===== src/rtl/ahb_pkg.sv =====
// Shared AHB-Lite encodings, master FSM states and burst-type helper.
package ahb_pkg;

  typedef enum logic [1:0] {
    TransIdle   = 2'b00,
    TransBusy   = 2'b01,
    TransNonseq = 2'b10,
    TransSeq    = 2'b11
  } htrans_e;

  typedef enum logic [2:0] {
    BurstSingle = 3'b000,
    BurstIncr   = 3'b001,
    BurstIncr4  = 3'b011,
    BurstIncr8  = 3'b101,
    BurstIncr16 = 3'b111
  } hburst_e;

  typedef enum logic [2:0] {
    SizeByte = 3'd0,
    SizeHalf = 3'd1,
    SizeWord = 3'd2
  } hsize_e;

  typedef enum logic [1:0] {
    StIdle,
    StAddr,
    StLastData,
    StError
  } state_e;

  localparam logic [3:0] HPROT_DEFAULT = 4'b0011;

  // Fixed-length encodings only for 4/8/16 beats; any other length is open INCR.
  function automatic hburst_e burst_encode(input logic [4:0] len);
    hburst_e b;
    case (len)
      5'd1:    b = BurstSingle;
      5'd4:    b = BurstIncr4;
      5'd8:    b = BurstIncr8;
      5'd16:   b = BurstIncr16;
      default: b = BurstIncr;
    endcase
    return b;
  endfunction

endpackage


===== src/rtl/ahb_lite_master_if.sv =====
// Command/stream side plus AHB-Lite bus signals of the single bus master.
interface ahb_lite_master_if #(
  parameter int unsigned ADDR_WIDTH = 32,
  parameter int unsigned DATA_WIDTH = 32
);
  logic                  cmd_valid;
  logic                  cmd_ready;
  logic                  cmd_write;
  logic [ADDR_WIDTH-1:0] cmd_addr;
  logic [2:0]            cmd_size;
  logic [4:0]            cmd_len;
  logic [DATA_WIDTH-1:0] wdata;
  logic                  wdata_valid;
  logic                  wdata_ready;
  logic [DATA_WIDTH-1:0] rdata;
  logic                  rdata_valid;
  logic                  rdata_last;
  logic                  done;
  logic                  err;
  logic [ADDR_WIDTH-1:0] HADDR;
  logic [1:0]            HTRANS;
  logic                  HWRITE;
  logic [2:0]            HSIZE;
  logic [2:0]            HBURST;
  logic [3:0]            HPROT;
  logic [DATA_WIDTH-1:0] HWDATA;
  logic                  HREADY;
  logic [DATA_WIDTH-1:0] HRDATA;
  logic                  HRESP;

  modport master (
    input  cmd_valid, cmd_write, cmd_addr, cmd_size, cmd_len, wdata, wdata_valid,
    input  HREADY, HRDATA, HRESP,
    output cmd_ready, wdata_ready, rdata, rdata_valid, rdata_last, done, err,
    output HADDR, HTRANS, HWRITE, HSIZE, HBURST, HPROT, HWDATA
  );

  modport slave (
    output cmd_valid, cmd_write, cmd_addr, cmd_size, cmd_len, wdata, wdata_valid,
    output HREADY, HRDATA, HRESP,
    input  cmd_ready, wdata_ready, rdata, rdata_valid, rdata_last, done, err,
    input  HADDR, HTRANS, HWRITE, HSIZE, HBURST, HPROT, HWDATA
  );
endinterface


===== src/rtl/ahb_addr_gen.sv =====
// Beat address increment, 1KB boundary detect and command legality checks.
module ahb_addr_gen
  import ahb_pkg::*;
#(
  parameter int unsigned ADDR_WIDTH = 32,
  parameter int unsigned MAX_LEN    = 16
) (
  input  logic [ADDR_WIDTH-1:0] i_addr,
  input  logic [2:0]            i_size,
  input  logic [9:0]            i_cmd_addr_lo,
  input  logic [2:0]            i_cmd_size,
  input  logic [4:0]            i_cmd_len,
  output logic [ADDR_WIDTH-1:0] o_next_addr,
  output logic                  o_boundary,
  output logic                  o_reject
);
  logic [11:0] w_bytes;
  logic [11:0] w_end;
  hburst_e     w_burst;
  logic        w_fixed;
  logic        w_misalign;

  assign o_next_addr = i_addr + (ADDR_WIDTH'(1) << i_size);
  assign o_boundary  = (i_addr[9:0] == 10'd0);

  // End offset within the 1KB page; equal to 1024 still fits exactly.
  assign w_bytes    = 12'(i_cmd_len) << i_cmd_size[1:0];
  assign w_end      = {2'b00, i_cmd_addr_lo} + w_bytes;
  assign w_burst    = burst_encode(i_cmd_len);
  assign w_fixed    = (w_burst == BurstIncr4) || (w_burst == BurstIncr8) ||
                      (w_burst == BurstIncr16);
  assign w_misalign = ((i_cmd_size == SizeHalf) && i_cmd_addr_lo[0]) ||
                      ((i_cmd_size == SizeWord) && (|i_cmd_addr_lo[1:0]));
  assign o_reject   = (i_cmd_len == 5'd0) || ({27'd0, i_cmd_len} > MAX_LEN) ||
                      (i_cmd_size > SizeWord) || w_misalign ||
                      (w_fixed && (w_end > 12'd1024));
endmodule


===== src/rtl/ahb_lite_master.sv =====
// AHB-Lite master: turns commands into pipelined single/INCR bursts.
module ahb_lite_master
  import ahb_pkg::*;
#(
  parameter int unsigned ADDR_WIDTH = 32,
  parameter int unsigned DATA_WIDTH = 32,
  parameter int unsigned MAX_LEN    = 16
) (
  input  logic              clk,
  input  logic              rst,
  ahb_lite_master_if.master io_bus
);
  state_e                r_state, w_state_next;
  logic                  r_write;
  logic [2:0]            r_size;
  hburst_e               r_burst;
  logic [4:0]            r_len, r_beat;
  logic [ADDR_WIDTH-1:0] r_addr, w_next_addr;
  logic                  r_dp_valid, r_dp_write, r_dp_last;
  logic [DATA_WIDTH-1:0] r_hwdata;
  logic                  r_hold;
  htrans_e               r_htrans_held, w_htrans_new, w_htrans;
  logic                  r_done, r_err;
  logic w_cmd_ready, w_accept, w_reject, w_boundary, w_active, w_addr_ok;
  logic w_last_beat, w_dp_err, w_done_next, w_err_next, w_rvalid;

  ahb_addr_gen #(
    .ADDR_WIDTH (ADDR_WIDTH),
    .MAX_LEN    (MAX_LEN)
  ) u_addr_gen (
    .i_addr        (r_addr),
    .i_size        (r_size),
    .i_cmd_addr_lo (io_bus.cmd_addr[9:0]),
    .i_cmd_size    (io_bus.cmd_size),
    .i_cmd_len     (io_bus.cmd_len),
    .o_next_addr   (w_next_addr),
    .o_boundary    (w_boundary),
    .o_reject      (w_reject)
  );

  assign w_cmd_ready = (r_state == StIdle) && !rst;
  assign w_accept    = io_bus.cmd_valid && w_cmd_ready;
  assign w_last_beat = (r_beat == r_len - 5'd1);
  assign w_dp_err    = r_dp_valid && io_bus.HRESP;
  assign w_active    = (w_htrans == TransNonseq) || (w_htrans == TransSeq);
  assign w_addr_ok   = (r_state == StAddr) && w_active && io_bus.HREADY && !w_dp_err;
  assign w_rvalid    = r_dp_valid && !r_dp_write && io_bus.HREADY && !io_bus.HRESP;

  assign w_done_next = (w_accept && w_reject) ||
                       (r_dp_valid && io_bus.HREADY && (io_bus.HRESP || r_dp_last)) ||
                       ((r_state == StError) && io_bus.HREADY);
  assign w_err_next  = (w_accept && w_reject) ||
                       (r_dp_valid && io_bus.HREADY && io_bus.HRESP) ||
                       ((r_state == StError) && io_bus.HREADY);

  // State register
  always_ff @(posedge clk) begin
    if (rst) r_state <= StIdle;
    else     r_state <= w_state_next;
  end

  // Next-state decode
  always_comb begin
    w_state_next = r_state;
    case (r_state)
      StIdle:     if (w_accept && !w_reject) w_state_next = StAddr;
      StAddr: begin
        if (w_dp_err)                      w_state_next = io_bus.HREADY ? StIdle : StError;
        else if (w_addr_ok && w_last_beat) w_state_next = StLastData;
      end
      StLastData: begin
        if (w_dp_err)           w_state_next = io_bus.HREADY ? StIdle : StError;
        else if (io_bus.HREADY) w_state_next = StIdle;
      end
      StError:    if (io_bus.HREADY) w_state_next = StIdle;
      default:    w_state_next = StIdle;
    endcase
  end

  // Transfer type; a stalled address phase replays what was presented last cycle
  always_comb begin
    w_htrans_new = TransIdle;
    if (r_state == StAddr) begin
      if (!r_write || io_bus.wdata_valid) begin
        w_htrans_new = ((r_beat == 5'd0) || ((r_burst == BurstIncr) && w_boundary)) ?
                       TransNonseq : TransSeq;
      end else if (r_beat != 5'd0) begin
        w_htrans_new = TransBusy;
      end
    end
    w_htrans = ((r_state == StAddr) && r_hold) ? r_htrans_held : w_htrans_new;
  end

  // Command capture, beat/address advance, data-phase tracking and strobes
  always_ff @(posedge clk) begin
    if (rst) begin
      r_write       <= 1'b0;
      r_size        <= 3'd0;
      r_len         <= 5'd0;
      r_burst       <= BurstSingle;
      r_addr        <= '0;
      r_beat        <= 5'd0;
      r_dp_valid    <= 1'b0;
      r_dp_write    <= 1'b0;
      r_dp_last     <= 1'b0;
      r_hwdata      <= '0;
      r_hold        <= 1'b0;
      r_htrans_held <= TransIdle;
      r_done        <= 1'b0;
      r_err         <= 1'b0;
    end else begin
      if (w_accept && !w_reject) begin
        r_write <= io_bus.cmd_write;
        r_size  <= io_bus.cmd_size;
        r_len   <= io_bus.cmd_len;
        r_burst <= burst_encode(io_bus.cmd_len);
        r_addr  <= io_bus.cmd_addr;
        r_beat  <= 5'd0;
      end else if (w_addr_ok) begin
        r_addr <= w_next_addr;
        r_beat <= r_beat + 5'd1;
      end
      if (w_dp_err) begin
        r_dp_valid <= 1'b0;
      end else if (w_addr_ok) begin
        r_dp_valid <= 1'b1;
        r_dp_last  <= w_last_beat;
        r_dp_write <= r_write;
      end else if (io_bus.HREADY) begin
        r_dp_valid <= 1'b0;
      end
      if (w_addr_ok && r_write) r_hwdata <= io_bus.wdata;
      r_hold        <= (r_state == StAddr) && !io_bus.HREADY;
      r_htrans_held <= w_htrans;
      r_done        <= w_done_next;
      r_err         <= w_err_next;
    end
  end

  assign io_bus.cmd_ready   = w_cmd_ready;
  assign io_bus.wdata_ready = w_addr_ok && r_write;
  assign io_bus.rdata       = w_rvalid ? io_bus.HRDATA : '0;
  assign io_bus.rdata_valid = w_rvalid;
  assign io_bus.rdata_last  = w_rvalid && r_dp_last;
  assign io_bus.done        = r_done;
  assign io_bus.err         = r_err;
  assign io_bus.HADDR       = r_addr;
  assign io_bus.HTRANS      = w_htrans;
  assign io_bus.HWRITE      = r_write;
  assign io_bus.HSIZE       = r_size;
  assign io_bus.HBURST      = r_burst;
  assign io_bus.HPROT       = HPROT_DEFAULT;
  assign io_bus.HWDATA      = r_hwdata;
endmodule

===== src/flat_wrapper.sv =====
// flat-port wrapper written by rule: the top's interface ports become plain ports
module ahb_lite_master_flat import ahb_pkg::*;
#(
  parameter int unsigned ADDR_WIDTH = 32,
  parameter int unsigned DATA_WIDTH = 32,
  parameter int unsigned MAX_LEN    = 16
)
  (clk, rst, io_bus_cmd_valid, io_bus_cmd_write, io_bus_cmd_addr, io_bus_cmd_size, io_bus_cmd_len, io_bus_wdata, io_bus_wdata_valid, io_bus_HREADY, io_bus_HRDATA, io_bus_HRESP, io_bus_cmd_ready, io_bus_wdata_ready, io_bus_rdata, io_bus_rdata_valid, io_bus_rdata_last, io_bus_done, io_bus_err, io_bus_HADDR, io_bus_HTRANS, io_bus_HWRITE, io_bus_HSIZE, io_bus_HBURST, io_bus_HPROT, io_bus_HWDATA);
  ahb_lite_master_if #(.ADDR_WIDTH(ADDR_WIDTH), .DATA_WIDTH(DATA_WIDTH)) io_bus_i ();
  input  logic clk;
  input  logic rst;
  input wire logic [$bits(io_bus_i.cmd_valid)-1:0] io_bus_cmd_valid;
  input wire logic [$bits(io_bus_i.cmd_write)-1:0] io_bus_cmd_write;
  input wire logic [$bits(io_bus_i.cmd_addr)-1:0] io_bus_cmd_addr;
  input wire logic [$bits(io_bus_i.cmd_size)-1:0] io_bus_cmd_size;
  input wire logic [$bits(io_bus_i.cmd_len)-1:0] io_bus_cmd_len;
  input wire logic [$bits(io_bus_i.wdata)-1:0] io_bus_wdata;
  input wire logic [$bits(io_bus_i.wdata_valid)-1:0] io_bus_wdata_valid;
  input wire logic [$bits(io_bus_i.HREADY)-1:0] io_bus_HREADY;
  input wire logic [$bits(io_bus_i.HRDATA)-1:0] io_bus_HRDATA;
  input wire logic [$bits(io_bus_i.HRESP)-1:0] io_bus_HRESP;
  output wire logic [$bits(io_bus_i.cmd_ready)-1:0] io_bus_cmd_ready;
  output wire logic [$bits(io_bus_i.wdata_ready)-1:0] io_bus_wdata_ready;
  output wire logic [$bits(io_bus_i.rdata)-1:0] io_bus_rdata;
  output wire logic [$bits(io_bus_i.rdata_valid)-1:0] io_bus_rdata_valid;
  output wire logic [$bits(io_bus_i.rdata_last)-1:0] io_bus_rdata_last;
  output wire logic [$bits(io_bus_i.done)-1:0] io_bus_done;
  output wire logic [$bits(io_bus_i.err)-1:0] io_bus_err;
  output wire logic [$bits(io_bus_i.HADDR)-1:0] io_bus_HADDR;
  output wire logic [$bits(io_bus_i.HTRANS)-1:0] io_bus_HTRANS;
  output wire logic [$bits(io_bus_i.HWRITE)-1:0] io_bus_HWRITE;
  output wire logic [$bits(io_bus_i.HSIZE)-1:0] io_bus_HSIZE;
  output wire logic [$bits(io_bus_i.HBURST)-1:0] io_bus_HBURST;
  output wire logic [$bits(io_bus_i.HPROT)-1:0] io_bus_HPROT;
  output wire logic [$bits(io_bus_i.HWDATA)-1:0] io_bus_HWDATA;
  assign io_bus_i.cmd_valid = io_bus_cmd_valid;
  assign io_bus_i.cmd_write = io_bus_cmd_write;
  assign io_bus_i.cmd_addr = io_bus_cmd_addr;
  assign io_bus_i.cmd_size = io_bus_cmd_size;
  assign io_bus_i.cmd_len = io_bus_cmd_len;
  assign io_bus_i.wdata = io_bus_wdata;
  assign io_bus_i.wdata_valid = io_bus_wdata_valid;
  assign io_bus_i.HREADY = io_bus_HREADY;
  assign io_bus_i.HRDATA = io_bus_HRDATA;
  assign io_bus_i.HRESP = io_bus_HRESP;
  assign io_bus_cmd_ready = io_bus_i.cmd_ready;
  assign io_bus_wdata_ready = io_bus_i.wdata_ready;
  assign io_bus_rdata = io_bus_i.rdata;
  assign io_bus_rdata_valid = io_bus_i.rdata_valid;
  assign io_bus_rdata_last = io_bus_i.rdata_last;
  assign io_bus_done = io_bus_i.done;
  assign io_bus_err = io_bus_i.err;
  assign io_bus_HADDR = io_bus_i.HADDR;
  assign io_bus_HTRANS = io_bus_i.HTRANS;
  assign io_bus_HWRITE = io_bus_i.HWRITE;
  assign io_bus_HSIZE = io_bus_i.HSIZE;
  assign io_bus_HBURST = io_bus_i.HBURST;
  assign io_bus_HPROT = io_bus_i.HPROT;
  assign io_bus_HWDATA = io_bus_i.HWDATA;
  ahb_lite_master #(.ADDR_WIDTH(ADDR_WIDTH), .DATA_WIDTH(DATA_WIDTH), .MAX_LEN(MAX_LEN)) u_core (.clk(clk), .rst(rst), .io_bus(io_bus_i));
endmodule

===== config.mk =====
export PLATFORM = sky130hd
export DESIGN_NAME = ahb_lite_master_flat
export DESIGN_NICKNAME = d
export VERILOG_FILES = /design/src/rtl/ahb_pkg.sv /design/src/rtl/ahb_lite_master_if.sv /design/src/rtl/ahb_addr_gen.sv /design/src/rtl/ahb_lite_master.sv /design/src/flat_wrapper.sv
export SDC_FILE = /design/constraint.sdc
export NUM_CORES = 1
export LEC_CHECK = 0
export CAP_MARGIN = 30
export CORE_MARGIN = 5
export CORE_UTILIZATION = 35
export DETAILED_ROUTE_END_ITERATION = 16
export GPL_ROUTABILITY_DRIVEN = 0
export PLACE_DENSITY = 0.69
export SLEW_MARGIN = 40
export SYNTH_ARGS = -nofsm -noshare
export SYNTH_HDL_FRONTEND = slang
export SYNTH_SLANG_ARGS = --single-unit

===== constraint.sdc =====
create_clock -name clk -period 5.7 [get_ports clk]
set_clock_uncertainty 0.1 [all_clocks]
set_input_delay 1.14 -clock clk [delete_from_list [all_inputs] [get_ports clk]]
set_output_delay 1.14 -clock clk [all_outputs]
set_load 0.02 [all_outputs]

==> results_dict.tcl, run 1 <==
set metrics [dict create \
    peakVddDrop_uv 166 \
    ys_top_cells_by_count "nand2_1 (114), dfxtp_1 (91), a21oi_1 (89)" \
    worst_setup_path_start_kind "input port" \
    clk_latency_ps 340 \
    die_area_sq_mm 0.0181 \
    fin_crit_ps 4760 \
    status "complete, no violations" \
    synthCells 708 \
    clock_sinks 91 \
    p_leak_nw 2.89 \
    synth_top_area_cell "dfxtp_1" \
    path_clk_slew_ps 70 \
    hpwl_microns 13400 \
    yosys.cell_types.count 60 \
    worst_slack_ps 944 \
    area_growth_pct 47.8 \
    initial_core_util 0.357 \
    core_sq_mm 0.0152 \
    setup_violations 0 \
    drive_gt1_frac 0.0463 \
    cts-resized-gates 0 \
    ys_top_cells_by_area "dfxtp_1 (34%), a21oi_1 (8.2%), nand2_1 (7.9%), ha_1 (4.4%), and2_1 (4.3%)" \
    vias_per_cell 5.19 \
    wl_microns 17700 \
    setup_tns_ps 0 \
    dpl.cell_count 1078 \
    cp_slowest_stage_delay_ps 690 \
    drt_iter0_markers 360 \
    final_util 0.527 \
    path_buf_inv 2 \
    tightest_slew_ps 726 \
    cap_violations 0 \
    crit_arrival_ps 4920 \
    grt-ovfl-total 0 \
    cts_buffers 9 \
    die_x_microns 134 \
    yosys.area.top_type_share 0.336 \
    rsz0062_at_grt "false" \
    syn_area_sq_mm 0.00542 \
    root_buffer "clkbuf_16" \
    final_max_slew_viol_count 0 \
    slowest_stage "clkdlybuf4s50_1" \
    synth_seq_cells 91 \
    synth.most_common_cell "nand2_1" \
    async_flop_share 0 \
    htreeDepth 3 \
    cp-end-kind "flip-flop" \
    die_h_microns 134 \
    hp-class "flip-flop to flip-flop" \
    drtPass1Iterations 5 \
    io_pins 226 \
    synth_edf_count 0 \
    grt_max_degree 87 \
    yosys_most_used_dff "dfxtp_1" \
    grt_pass1_wl_microns 27500 \
    cp_max_fo 34 \
    via_count 5686 \
    syn_area_per_cell_sq_um 7.66 \
    tritoncts "yes" \
    cpLargestDelayFamily "compound AO/OA/AOI/OAI gates" \
    fmax_mhz 210 \
    finalNetCount 1034 \
    wire_per_inst_microns 16.2 \
    row_count 45 \
    clock_path_buffers 2 \
    post-cts-setup-buffer-count 0 \
    instances_no_fill 1095 \
    cp_common_cell "a21oi_1" \
    num_antenna_cells 0 \
    path_class "input port to flip-flop" \
    hold_violations 0 \
    post-route-period-util 0.834 \
    relSlewSlack 0.516 \
    portBuffers 221 \
    power_density_mw_per_mm2 184 \
    required_ps 5860 \
    grt_usage 0.186 \
    path_cells "clkdlybuf4s50_1 > mux2_2 > nor2_1 > a21oi_1 > ha_1 > a21oi_1 > o211ai_1 > a221oi_1 > nand3_1 > o31ai_2 > and2_1 > buf_12 > a21oi_1 > a21oi_1" \
    drcViolationCount 0 \
    holdBufCountCts 0 \
    seq_area_frac_synth 0.336 \
    synth_warnings 0 \
    place_ws_ps 640 \
    antenna_found_initial 0 \
    grt_pass1_vias 5172 \
    detail-route-antenna-nets 0 \
]
-- layout by cell type (no fill, tap or decap), types with 7 or more instances in the layout --
master | netlist | final
inv_1 | 18 | 18
nand2_1 | 114 | 114
nor2_1 | 29 | 29
nor3b_1 | 7 | 7
clkdlybuf4s50_1 | 0 | 220
dfxtp_1 | 91 | 91
nand3_1 | 42 | 42
o211ai_1 | 8 | 8
nor3_1 | 28 | 28
clkbuf_16 | 0 | 9
xor2_1 | 16 | 16
mux2i_1 | 10 | 10
xnor2_1 | 12 | 12
and3_1 | 13 | 13
buf_4 | 5 | 9
nand4_1 | 9 | 9
and2_1 | 37 | 37
a21oi_1 | 89 | 89
ha_1 | 19 | 19
o21ai_0 | 15 | 15
nor2b_1 | 8 | 8
-- tightest hold or removal path, stage by stage (launching register included) --
cell and delay [ps]:
dfxtp_1 310, nand2_1 50, a21oi_1 50
-- final cells by class --
cell class	count	area (sq um)
Multi-Input combinational cell	548	3280
Fill cell	1442	7180
Clock buffer	10	229
Inverter	19	71.3
Tap cell	188	235
Sequential cell	91	1820
Clock inverter	6	71.3
Timing Repair Buffer	233	2310
-- cells by family (layout without fill, tap and decap cells) --
group | after synthesis | in the layout | share of synthesized area
compound gates | 161 | 161 | 0.180
xor+xnor | 28 | 28 | 0.0452
fa+ha+maj | 21 | 21 | 0.0512
buf+inv | 71 | 268 | 0.0639
flops | 91 | 91 | 0.336
mux | 12 | 12 | 0.0226
other cells | 2 | 4 | 0.00138
simple gates | 322 | 322 | 0.300
-- power by group --
group	internal [mW]	switching (mW)	total, mW
registers	0.642	0.00751	0.649
logic	0.118	0.0963	0.215
clock network	0.345	0.263	0.608
total	1.10	0.366	1.47
-- worst paths after layout --
path | from | to | slack (ps) | cells after the start
worst max-delay path | io_bus_cmd_size[1] | u_core.io_bus.HADDR[15] | 940 | 14
worst min-delay path | u_core.io_bus.HWDATA[9] | u_core.io_bus.HWDATA[9] | 350 | 2
worst max register to register | u_core.io_bus.HSIZE[0] | u_core.io_bus.HADDR[24] | 2180 | 12
worst min register to register | u_core.io_bus.HWDATA[9] | u_core.io_bus.HWDATA[9] | 350 | 2
-- state kept, by name, indices dropped and copies added (netlist names) --
signal and count:
u_core.r_hold 1, u_core.io_bus.done 1, u_core.r_dp_last 1, u_core.r_htrans_held 2, u_core.io_bus.HADDR 32, u_core.io_bus.HSIZE 3
u_core.r_dp_write 1, u_core.io_bus.HWDATA 32, u_core.r_state 2, u_core.r_len 5, u_core.io_bus.err 1, u_core.r_beat 5
u_core.io_bus.HWRITE 1, u_core.r_dp_valid 1, u_core.io_bus.HBURST 3
-- stage by stage --
step           cell area (sq um)  hold slack (ps)  power [mW]
2_1_floorplan               5430              336       0.767
3_3_place_gp                7710              342       0.876
3_5_place_dp                7710              346       0.877
4_1_cts                     8010              356        1.49
5_1_grt                     8020              369        1.53
6_report                    8020              351        1.47
-- layer usage --
layer	global-route usage	wire [microns]	up-vias
met1	0.240	7630	2597
met2	0.304	8370	207
met3	0.0421	1270	26
met5	0	0	-
met4	0.0679	429	0
li1	-	-	2856
Power figures use the tool's default switching activity.
==> inputs of run 2 (changes only) <==
Settings changed: PLACE_DENSITY 0.69 to 0.71.
Clock period 5.7 ns to 4.1 ns, I/O delays scaled along.
==> run 2 against run 1 <==
Against the previous run: register-to-register slack lost 1600 ps; global-route usage is essentially flat; routed wire length shrank 0.60%; combinational power grew 51%; non-clock buffer count grew 23; cell area grew 2.2%; worst hold slack gained 1.8 ps; final cell count grew 2.1%.
==> results_dict.tcl, run 2 (same netlist as run 1, synthesis figures left out) <==
set metrics [dict create \
    p_leak_nw 3.00 \
    drtPass1Iterations 5 \
    slowest_stage "clkdlybuf4s50_1" \
    io_pins 226 \
    grt-ovfl-total 0 \
    clock_path_buffers 2 \
    htreeDepth 3 \
    path_cells "clkdlybuf4s50_1 > mux2_2 > nor2_1 > a21oi_1 > ha_2 > or4_1 > mux2i_1 > o2111ai_1 > o31ai_2 > nand2_2 > buf_6 > and3_1 > o21a_1" \
    cp_max_fo 13 \
    layout_common_cells "clkdlybuf4s50_1 (220), nand2_1 (113), dfxtp_1 (91)" \
    setup_violations 0 \
    final_util 0.539 \
    cts_buffers 9 \
    row_count 45 \
    path_clk_slew_ps 70 \
    drive_gt1_frac 0.0764 \
    tightest_slew_ps 711 \
    final_common_cell "clkdlybuf4s50_1" \
    clock_sinks 91 \
    grt_max_degree 86 \
    peakVddDrop_uv 229 \
    cp_slowest_stage_delay_ps 540 \
    tritoncts "yes" \
    detail-route-antenna-nets 0 \
    crit_arrival_ps 4110 \
    path_class "input port to flip-flop" \
    grt_pass1_wl_microns 27600 \
    hpwl_microns 13600 \
    relSlewSlack 0.526 \
    post-route-period-util 0.970 \
    clk_latency_ps 330 \
    grt_pass1_vias 5350 \
    drt_iter0_markers 333 \
    fmax_mhz 251 \
    worst_slack_ps 123 \
    grt_usage 0.186 \
    place_area_sq_mm 0.00789 \
    place_ws_ps -224 \
    vias_per_cell 5.16 \
    worst_setup_path_start_kind "input port" \
    die_h_microns 134 \
    fin_hold_ws_ps 353 \
    via_count 5769 \
    cap_violations 0 \
    antenna_found_initial 1 \
    fin_area_sq_mm 0.00820 \
    finalNetCount 1057 \
    fin_crit_ps 3980 \
    wire_per_inst_microns 15.7 \
    hold_violations 0 \
    final_max_slew_viol_count 0 \
    portBuffers 221 \
    hp-class "flip-flop to flip-flop" \
    power_mw 2.00 \
    die_x_microns 134 \
    initial_core_util 0.357 \
    root_buffer "clkbuf_16" \
    drcViolationCount 0 \
    holdBufCountCts 0 \
    core_sq_mm 0.0152 \
    cp-end-kind "flip-flop" \
    die_area_sq_mm 0.0181 \
    area_growth_pct 51.1 \
    required_ps 4230 \
    power_density_mw_per_mm2 243 \
    wl_microns 17600 \
    status "complete, no violations" \
]
[run 2: changes by cell type in the layout (fill, tap and decap cells not counted), moves of 2 or more]
cell / delta
buf_4: +22
buf_6: +2
clkinvlp_4: +2
inv_6: -2
o21ai_0: -2
[run 2: area by class of cell]
| class | instances | area (sq um) |
|---|---|---|
| antenna | 1 | 2.50 |
| clock buffer | 9 | 225 |
| clock inverter | 6 | 50.0 |
| fill | 1463 | 7000 |
| inverter | 19 | 71.3 |
| multi-input combinational | 548 | 3300 |
| sequential | 91 | 1820 |
| tap | 188 | 235 |
| timing repair buffer | 256 | 2490 |
[run 2: path summary, 6_finish.rpt]
| check | depth (start not counted) | startpoint | slack, ps | end |
|---|---|---|---|---|
| setup / recovery | 13 | io_bus_cmd_size[1] | 120 | u_core.io_bus.HADDR[22] |
| hold reg to reg | 2 | u_core.io_bus.HWDATA[10] | 350 | u_core.io_bus.HWDATA[10] |
| hold / removal | 2 | u_core.io_bus.HWDATA[10] | 350 | u_core.io_bus.HWDATA[10] |
| setup reg to reg | 12 | u_core.io_bus.HSIZE[0] | 620 | u_core.io_bus.HADDR[24] |
[run 2: report_power, final]
| group | leakage, nW | switching, mW | internal (mW) |
|---|---|---|---|
| Combinational | 2.14 | 0.141 | 0.185 |
| Clock | 0.122 | 0.354 | 0.414 |
| Sequential | 0.734 | 0.0110 | 0.892 |
[run 2: critical path: cells and delay by family]
| family | cells | cell delay (ps) |
|---|---|---|
| muxes | 2 | 530 |
| and+or+nand+nor | 4 | 930 |
| adders and majority gates | 1 | 320 |
| buffers and inverters | 2 | 730 |
| AOI/OAI and AO/OA | 4 | 760 |
[run 2: metal layers]
metal | wire length [microns] | track usage
met1 | 7590 | 0.239
met2 | 8540 | 0.314
met4 | 241 | 0.0532
met3 | 1230 | 0.0399
met5 | 0 | 0
[run 2: stage by stage]
step           instances  setup TNS (ps)
2_1_floorplan        710               0
3_3_place_gp        1101           -2960
3_5_place_dp        1101           -5130
4_1_cts             1116               0
5_1_grt             1118           -3.09
6_report            1118               0
[run 2: what timing repair did]
action / CTS / global route
gates resized for setup: 0 / 11
setup buffers: 0 / 1
setup endpoints to repair: 0 / 38
